===== config.mk =====
export PLATFORM = sky130hd
export DESIGN_NAME = timer8_ctrl
export DESIGN_NICKNAME = d
export VERILOG_FILES = /design/src/rtl/timer8_ctrl.sv
export SDC_FILE = /design/constraint.sdc
export NUM_CORES = 1
export LEC_CHECK = 0
export ABC_AREA = 0
export CORE_ASPECT_RATIO = 1.5
export CORE_MARGIN = 4
export CORE_UTILIZATION = 52
export CTS_CLUSTER_DIAMETER = 40
export DETAILED_ROUTE_END_ITERATION = 7
export PLACE_DENSITY = 0.83
export SETUP_SLACK_MARGIN = 0.1
export SLEW_MARGIN = 15
export SYNTH_ARGS = -nofsm -noshare
export SYNTH_HDL_FRONTEND = slang
export SYNTH_SLANG_ARGS = --single-unit

===== constraint.sdc =====
create_clock -name clk -period 2.9 [get_ports clk]
set_input_delay 0.87 -clock clk [delete_from_list [all_inputs] [get_ports clk]]
set_output_delay 0.87 -clock clk [all_outputs]
set_load 0.01 [all_outputs]

===== src/rtl/timer8_ctrl.sv =====
// timer8_ctrl: 8-bit programmable interval timer with one-shot/periodic
// modes, pause/resume via start/stop and a valid/ready config port.
module timer8_ctrl (
    input  logic       clk,
    input  logic       reset,
    input  logic       cfg_valid,
    input  logic [7:0] cfg_period,
    input  logic       cfg_mode,
    output logic       cfg_ready,
    input  logic       start,
    input  logic       stop,
    output logic [7:0] count,
    output logic       busy,
    output logic       tick,
    output logic       done,
    output logic       err,
    output logic [1:0] state
);

    localparam logic [1:0] S_IDLE = 2'b00;
    localparam logic [1:0] S_RUN  = 2'b01;
    localparam logic [1:0] S_HOLD = 2'b10;

    logic [1:0] state_q, state_d;
    logic [7:0] count_q, count_d;
    logic [7:0] period_q, period_d;
    logic       mode_q, mode_d;
    logic       tick_q, tick_d;
    logic       done_q, done_d;
    logic       err_q, err_d;
    logic       at_term;
    logic       cfg_xfer;

    assign at_term  = (count_q == period_q);
    assign cfg_xfer = cfg_valid && (state_q == S_IDLE);

    always_ff @(posedge clk or negedge reset) begin
        if (!reset) begin
            state_q  <= S_IDLE;
            count_q  <= 8'd0;
            period_q <= 8'd0;
            mode_q   <= 1'b0;
            tick_q   <= 1'b0;
            done_q   <= 1'b0;
            err_q    <= 1'b0;
        end else begin
            state_q  <= state_d;
            count_q  <= count_d;
            period_q <= period_d;
            mode_q   <= mode_d;
            tick_q   <= tick_d;
            done_q   <= done_d;
            err_q    <= err_d;
        end
    end

    always_comb begin
        state_d = state_q;
        unique case (state_q)
            S_IDLE: begin
                if (start && period_q != 8'd0)
                    state_d = S_RUN;
            end
            S_RUN: begin
                // completion of a one-shot takes priority over stop
                if (at_term && !mode_q)
                    state_d = S_IDLE;
                else if (stop)
                    state_d = S_HOLD;
            end
            S_HOLD: begin
                if (stop)
                    state_d = S_IDLE;
                else if (start)
                    state_d = S_RUN;
            end
            default: state_d = S_IDLE;
        endcase
    end

    always_comb begin
        count_d  = count_q;
        period_d = period_q;
        mode_d   = mode_q;
        tick_d   = 1'b0;
        done_d   = 1'b0;
        err_d    = 1'b0;
        unique case (state_q)
            S_IDLE: begin
                count_d = 8'd0;
                if (cfg_xfer) begin
                    period_d = cfg_period;
                    mode_d   = cfg_mode;
                end
                // start is judged against the period held before this edge
                if (start && period_q == 8'd0)
                    err_d = 1'b1;
            end
            S_RUN: begin
                if (at_term) begin
                    count_d = 8'd0;
                    tick_d  = 1'b1;
                    done_d  = !mode_q;
                end else if (!stop) begin
                    count_d = count_q + 8'd1;
                end
            end
            S_HOLD: begin
                if (stop)
                    count_d = 8'd0;
            end
            default: count_d = 8'd0;
        endcase
    end

    assign cfg_ready = (state_q == S_IDLE);
    assign busy      = (state_q == S_RUN) || (state_q == S_HOLD);
    assign count     = count_q;
    assign tick      = tick_q;
    assign done      = done_q;
    assign err       = err_q;
    assign state     = state_q;

endmodule


# Word level (Yosys, flattened, before mapping)
# Index checks and enable logic that the tools add are counted.
[totals]
reg_bits = 22
elab_cells = 44
out_inout_bits = 15
[op_classes]
n_eq_ne = 8
n_addsub = 1
mux = 16
n_reduce_logical = 12
[op_table]
columns = ["op", "n"]
rows = [
  ["8-bit 2-to-1 mux", 3],
  ["8-bit one-hot mux with 2 select lines", 1],
  ["2-bit 2-to-1 mux", 5],
  ["3-bit inequality test, second input constant", 3],
  ["8-bit by 1-bit adder with 8-bit output, second input constant", 1],
  ["8-bit == test", 1],
  ["8-bit zero test", 1],
  ["8-bit nonzero test", 1],
  ["1-bit 2-to-1 mux", 6],
  ["2-bit one-hot mux with 3 select lines", 1],
  ["1-bit logical AND", 4],
  ["2-bit AND reduction", 2],
  ["3-bit AND reduction", 1],
  ["2-bit by 1-bit == test with 1-bit output, second input constant", 1],
  ["2-bit == test, second input constant", 1],
  ["2-bit zero test", 1],
  ["2-bit by 1-bit inequality test with 1-bit output, second input constant", 1],
  ["2-bit inequality test, second input constant", 1],
  ["1-bit zero test", 1],
  ["1-bit logical OR", 1],
]

# Longest topological paths before layout
# Gate-level depths: netlist of the first run.
[logic_depth]
ltp_word = 4
mapped_depth = 8
ltp_nobuf = 7

# Least setup slack after synthesis of the first run
# OpenSTA, ideal clock, no wires.
[synth_path]
path_type = "input -> register"
startpoint = "input port stop"
endpoint = "register state_q[0], in the netlist state[0]"
t_arrival_ps = 1756
setup_ps = 128
setup_slack_ps = 1017
cell_stages = 6
path_cell_list = "nor2b_1 clkbuf_2 nor2_1 o21a_1 o21ai_1 mux2_1"
[synth_between]
elab_chain_len = 2
word_cells_on_any_way = 5
[synth_lines]
columns = ["element", "line", "rtl"]
rows = [
  ["start: declaration", "11", "input logic stop,"],
  ["3-bit inequality test (no source line) / 2-bit 2-to-1 mux (equally long branches)", "-", ""],
  ["3-bit AND reduction (no source line) / 2-bit one-hot mux with 3 select lines (equally long branches)", "-", ""],
  ["end signal: assignment", "47", "state_q <= state_d;"],
  ["end: declaration", "24", "logic [1:0] state_q, state_d;"],
]
# Parallel ways exist; a longest one is shown, timed or not.
# A chain may end at the register's enable or synchronous reset.

# Final worst setup path of the first run
[layout_path]
startpoint = "register state_q[0], in the netlist state[0]"
endpoint = "output port cfg_ready"
[layout_between]
elab_chain_len = 1
[layout_lines]
columns = ["element", "line", "rtl"]
rows = [
  ["2-bit zero test", "116", "assign cfg_ready = (state_q == S_IDLE);"],
  ["end: declaration", "9", "output logic cfg_ready,"],
]
# Every way passes these cells.

==> impl_metrics.yaml, run 1 <==
routing:
  vias: 1013
  wl_per_cell_um: 16.3
  routed_wl_um: 2740
  firstDrtPassIters: 4
  drt_iter0_drc: 31
  drc: 0
  ant_nets: 0
  via_per_inst: 6.03
clocking:
  cts.sinks: 22
  postCtsSetupRepairBufs: 0
  ctsResizeCount: 0
  clk_path_buf_depth: 2
  cts-htree-levels: 1
  insertion_delay_ps: 340
  cts_made_buffers: 3
  cts_root_buffer: "clkbuf_4"
  tritoncts: "yes"
  path_clk_slew_ps: 130
  ctsHoldBuffers: 0
logic_synthesis:
  synthCells: 112
  async_flop_share: 1.00
  synth_top_area_share: 0.461
  synth_mux_area_frac: 0.0943
  synth_cell_types: 36
  synth_fa_ha_area_frac: 0.0524
  ys.flop_type: "dfrtp_1"
  synthXorXnorAreaFrac: 0.0587
  synth_most_common_cell: "dfrtp_1"
  ys_warn_count: 0
  synth_top_family_by_area: "simple AND/OR/NAND/NOR gates"
  synth_common_cells: "22 x dfrtp_1, 9 x mux2_2, 9 x o21ai_0, 8 x nand2_1, 8 x xnor2_1"
  synth_area_leaders: "dfrtp_1 46%, mux2_2 8.5%, xnor2_1 5.9%, ha_1 5.2%, o21ai_0 3.8%"
  synth_top_area_cell: "dfrtp_1"
  synth_compound_area_frac: 0.150
  synth-seq-area-share: 0.461
  synth_simple_gate_area_frac: 0.157
  avgSynthCellArea_um2: 10.7
  synth_edf_count: 0
  synth_nets: 131
  synth-seq-cells: 22
  synth_area_um2: 1190
die:
  rows: 21
  die_y_um: 66.7
  ios: 29
  initial_core_util: 0.541
  die-area_um2: 3140
  core_area_um2: 2210
  die_w_um: 47.1
global_routing:
  use_met1: 0.233
  grt_overflow: 0
  gr-usage-met3: 0.0243
  grt_pass1_wl_um: 4550
  gr-usage-met2: 0.335
  grt_pass1_vias: 1047
  busiest_layer: "met2"
  track_usage: 0.206
  antenna_found_initial: 0
  grt_max_degree: 23
pwr:
  switchingPower_uw: 456
  pwr-share-comb: 0.416
  leakage_uw: 0.000669
  power_switching_share: 0.360
  pwr-share-seq: 0.389
  pwr-share-clk: 0.195
  ir_drop_v: 0.000470
  power_density_nw_per_um2: 808
  p_int_uw: 811
placed_design:
  dpl_cell_area_um2: 1520
  io_buffers: 28
  gp_congestion: 0.794
  pre_cts_ws_ps: 643
  dp_hpwl_um: 2030
  place_inst: 164
worst_hold_path:
  hold_class: "register to register"
  hp-start: "mode_q"
  hold_depth: 1
  hold_end: "done"
cells_and_area:
  multiInputGateArea_um2: 612
  area_growth_pct: 31.4
  n_fill_cell: 174
  ff_latch_area_um2: 551
  fin_area_um2: 1570
  drive_above_1_share: 0.159
  fin_cells: 168
  layout.nets: 165
  utilization: 0.711
  insertedDiodeCount: 0
sta:
  hold_viol: 0
  rsz0062_at_grt: "no"
  fin_crit_sh: 0.879
  setup-violations-final: 0
  fin_ws_ps: 351
  post-route-min-period_ps: 2550
  drv_slew: 0
  slew-limit-headroom: 0.762
  fmax_mhz: 392
  tns_ps: 0
  finClkSkew_ps: 6.74
  worst_slew_pin_slew_ps: 357
critical_path:
  crit_path_start_kind: "register"
  r2r_cells: 6
  r2r_end: "count[6]"
  rr_startpoint: "count[0]"
  path_class: "register to output pin"
  rrSetupSlack_ps: 1050
  endpoint_kind: "output pin"
  critPathRequiredTime_ps: 2030
  cp_max_fo: 5
  arrival_ps: 1680
outcome:
  status: "finished clean"
job:
  drv_cap: 0
-- per-stage QoR --
stage               total power [uW]  hold slack (ps)
floorplan                        830              448
global placement                 998              484
detailed placement              1030              479
CTS                             1270              499
global route                    1350              517
finish                          1270              500
-- area by class of cell --
type | count | area share
inverters | 6 | 0.0144
flip-flops and latches | 22 | 0.351
well taps | 23 | 0.0183
clock buffers | 3 | 0.0144
multi-input cells | 82 | 0.390
repair buffers | 31 | 0.193
clock inverters | 1 | 0.0191
-- power groups by stage --
stage | clock network (uW) | logic (uW) | registers (uW)
global placement | 0 | 506 | 493
finish | 247 | 528 | 492
floorplan | 0 | 345 | 485
global route | 260 | 582 | 507
CTS | 246 | 533 | 492
detailed placement | 0 | 530 | 499
-- placed cells by master (no fill, tap or decap), types with 2 or more instances in the layout --
cell / n
nor2_1: 6
nand2_1: 8
buf_4: 3
o21ai_0: 9
nor3_1: 6
dfrtp_1: 22
clkbuf_4: 3
clkdlybuf4s50_1: 28
nor4_1: 3
inv_1: 6
ha_1: 5
xnor2_1: 8
a21o_1: 4
mux2_2: 9
a21oi_1: 2
-- worst max-delay path, cell delays in order, from the launching register on --
cell and delay [ps]:
dfrtp_1 440, inv_1 110, ha_1 230, clkdlybuf4s50_1 560
-- state kept, by name, indices dropped and copies added (netlist names) --
register / cells
done: 1
state: 2
tick: 1
err: 1
mode_q: 1
period_q: 8
count: 8
-- routing by layer --
metal  part of all wire  routed length [um]  vias up
li1                   -                   -      469
met3              0.050                 138       13
met5                  0                   0        -
met4              0.047                 128        0
met1               0.37                1020      490
met2               0.53                1450       41
-- cell families after synthesis --
family	count (synthesis)
AO/OA/AOI/OAI	25
XOR/XNOR	8
adder cells (fa/ha/maj)	5
buffers and inverters	8
flip-flops	22
multiplexers	10
AND/OR/NAND/NOR	34
-- how the worst max path moves through the flow --
stage / start / endpoint / depth (start not counted)
finish: state[0] / cfg_ready / 3
global route: state[1] / cfg_ready / 3
CTS: state[0] / cfg_ready / 3
detailed placement: stop / state[0] / 6
global placement: stop / state[0] / 6
floorplan: stop / state[0] / 6
No activity file was read; power rests on OpenSTA's default activity.
==> run 2, diff against run 1 <==
--- a/config.mk
+++ b/config.mk
@@ -8,10 +8,9 @@
 export ABC_AREA = 0
 export CORE_ASPECT_RATIO = 1.5
 export CORE_MARGIN = 4
-export CORE_UTILIZATION = 52
+export CORE_UTILIZATION = 25
 export CTS_CLUSTER_DIAMETER = 40
 export DETAILED_ROUTE_END_ITERATION = 7
-export PLACE_DENSITY = 0.83
 export SETUP_SLACK_MARGIN = 0.1
 export SLEW_MARGIN = 15
 export SYNTH_ARGS = -nofsm -noshare
==> run 2 against run 1 <==
Maximum frequency is 2.9% higher. Non-clock buffer count stayed put. Final area is 3.4% higher. First-iteration DRC count is 39% lower. Register-to-register slack better by 30 ps. Die area is 90% higher. Combinational power is 0.9% higher. Clock-buffer cell count is 1 higher. Clock skew is 3.2 ps lower. Critical path depth stayed put. Clock power is 9.7% lower.
==> impl_metrics.yaml, run 2 (synthesis gave the netlist of run 1 again) <==
outcome:
  status: "finished clean"
routing:
  vias: 972
  routed_wl_um: 2920
  via_per_inst: 4.65
  dr_wl_met2_um: 1560
  wl_per_cell_um: 14.0
  drc: 0
  met1Wirelength_um: 1180
  ant_nets: 0
  met3_length_um: 116
  firstDrtPassIters: 4
  top_layer_used: "met4"
  drt_iter0_drc: 19
critical_path:
  slowest_delay_ps: 570
  rr_startpoint: "state[0]"
  cp-endpoint: "cfg_ready"
  r2r_cells: 7
  cp_cell_sequence: "inv_1 > ha_1 > clkdlybuf4s50_1"
  cp_slowest_cell: "clkdlybuf4s50_1"
  crit_path_start_kind: "register"
  endpoint_kind: "output pin"
  worstSetupStartpoint: "state[0]"
  critPathRequiredTime_ps: 2030
  cp.depth: 3
  rrSetupSlack_ps: 1080
  path_class: "register to output pin"
  cp_max_fo: 5
  r2r_end: "state[0]"
  crit_buf_inv: 2
  critical-path-top-delay-family: "buffers and inverters"
  arrival_ps: 1610
pwr:
  p_int_uw: 794
  pwr-share-comb: 0.426
  power.total_uw: 1250
  pwr-share-seq: 0.396
  leakage_uw: 0.000670
  ir_drop_v: 0.000243
  power_density_nw_per_um2: 771
  pwr-share-clk: 0.178
  switchingPower_uw: 458
  power_switching_share: 0.366
die:
  initial_core_util: 0.261
  die-area_um2: 5970
  die_y_um: 92.6
  rows: 30
  ios: 29
  core_area_um2: 4580
  die_w_um: 64.4
clocking:
  postCtsSetupRepairBufs: 0
  clk_path_buf_depth: 2
  ctsHoldBuffers: 0
  tritoncts: "yes"
  cts_made_buffers: 3
  path_clk_slew_ps: 80
  insertion_delay_ps: 260
  cts-htree-levels: 1
  cts.sinks: 22
  ctsResizeCount: 0
  cts_root_buffer: "clkbuf_8"
cells_and_area:
  mostFrequentLayoutCell: "clkdlybuf4s50_1"
  drive_above_1_share: 0.159
  layout_common_cells: "28 x clkdlybuf4s50_1, 22 x dfrtp_1, 9 x o21ai_0, 9 x mux2_2"
  area_growth_pct: 36.0
  multiInputGateArea_um2: 612
  insertedDiodeCount: 0
  n_fill_cell: 498
  ff_latch_area_um2: 551
  layout.nets: 165
  fin_cells: 209
sta:
  fmax_mhz: 404
  rsz0062_at_grt: "no"
  setup-violations-final: 0
  fin_ws_ps: 423
  drv_slew: 0
  fin_crit_sh: 0.854
  tns_ps: 0
  finClkSkew_ps: 3.55
  post-route-min-period_ps: 2480
  worst_slew_pin_slew_ps: 368
  slew-limit-headroom: 0.754
  hold_viol: 0
placed_design:
  dp_hpwl_um: 2240
  io_buffers: 28
  place_inst: 205
  gp_congestion: 0.718
  pre_cts_ws_ps: 596
global_routing:
  track_usage: 0.102
  antenna_found_initial: 0
  grt_pass1_wl_um: 4800
  grt_overflow: 0
  grt_pass1_vias: 1028
  grt_max_degree: 23
worst_hold_path:
  hold_class: "register to register"
job:
  drv_cap: 0
## run 2: cell types whose count changed in the layout (fill, tap and decap cells not counted)
cell | previous run | this run
clkbuf_8 | 0 | 4
clkbuf_4 | 3 | 0
bufinv_16 | 1 | 0
## run 2: power by group through the flow
stage	registers [uW]	clock network [uW]	logic, uW
global route	507	239	582
CTS	498	226	541
floorplan	485	0	345
global placement	496	0	512
finish	496	223	533
detailed placement	504	0	537
## run 2: how the worst min path moves through the flow
stage	from	endpoint	slack, ps	cells past startpoint
finish	mode_q	done	500	1
global route	mode_q	done	520	1
CTS	mode_q	done	490	1
detailed placement	mode_q	done	480	1
global placement	mode_q	done	490	1
floorplan	mode_q	done	450	1
## run 2: metal layers
metal | track usage | vias to the layer above
met5 | 0 | -
met4 | 0.0529 | 0
met3 | 0.0146 | 5
met2 | 0.184 | 28
met1 | 0.114 | 475
li1 | - | 464
## run 2: cell type report
cell class,instances,area share
Multi-Input combinational cell,82,0.377
Sequential cell,22,0.339
Timing Repair Buffer,31,0.187
Tap cell,64,0.0493
Clock buffer,4,0.0339
Inverter,6,0.0139
## run 2: worst reg2reg max path, stage by stage, from the launching register on
cell	delay, ps
dfrtp_1	430
inv_1	100
ha_1	250
nor2b_1	220
nor2_1	80
o21a_1	200
o21ai_1	100
mux2_1	330
## run 2: through the flow
step / hold WS, ps / utilization / area (um^2)
after floorplan: 448 / - / 1190
after global placement: 489 / 0.342 / 1570
after detailed placement: 482 / 0.342 / 1570
after CTS: 495 / 0.354 / 1620
after global routing: 516 / 0.354 / 1620
final: 501 / 0.354 / 1620
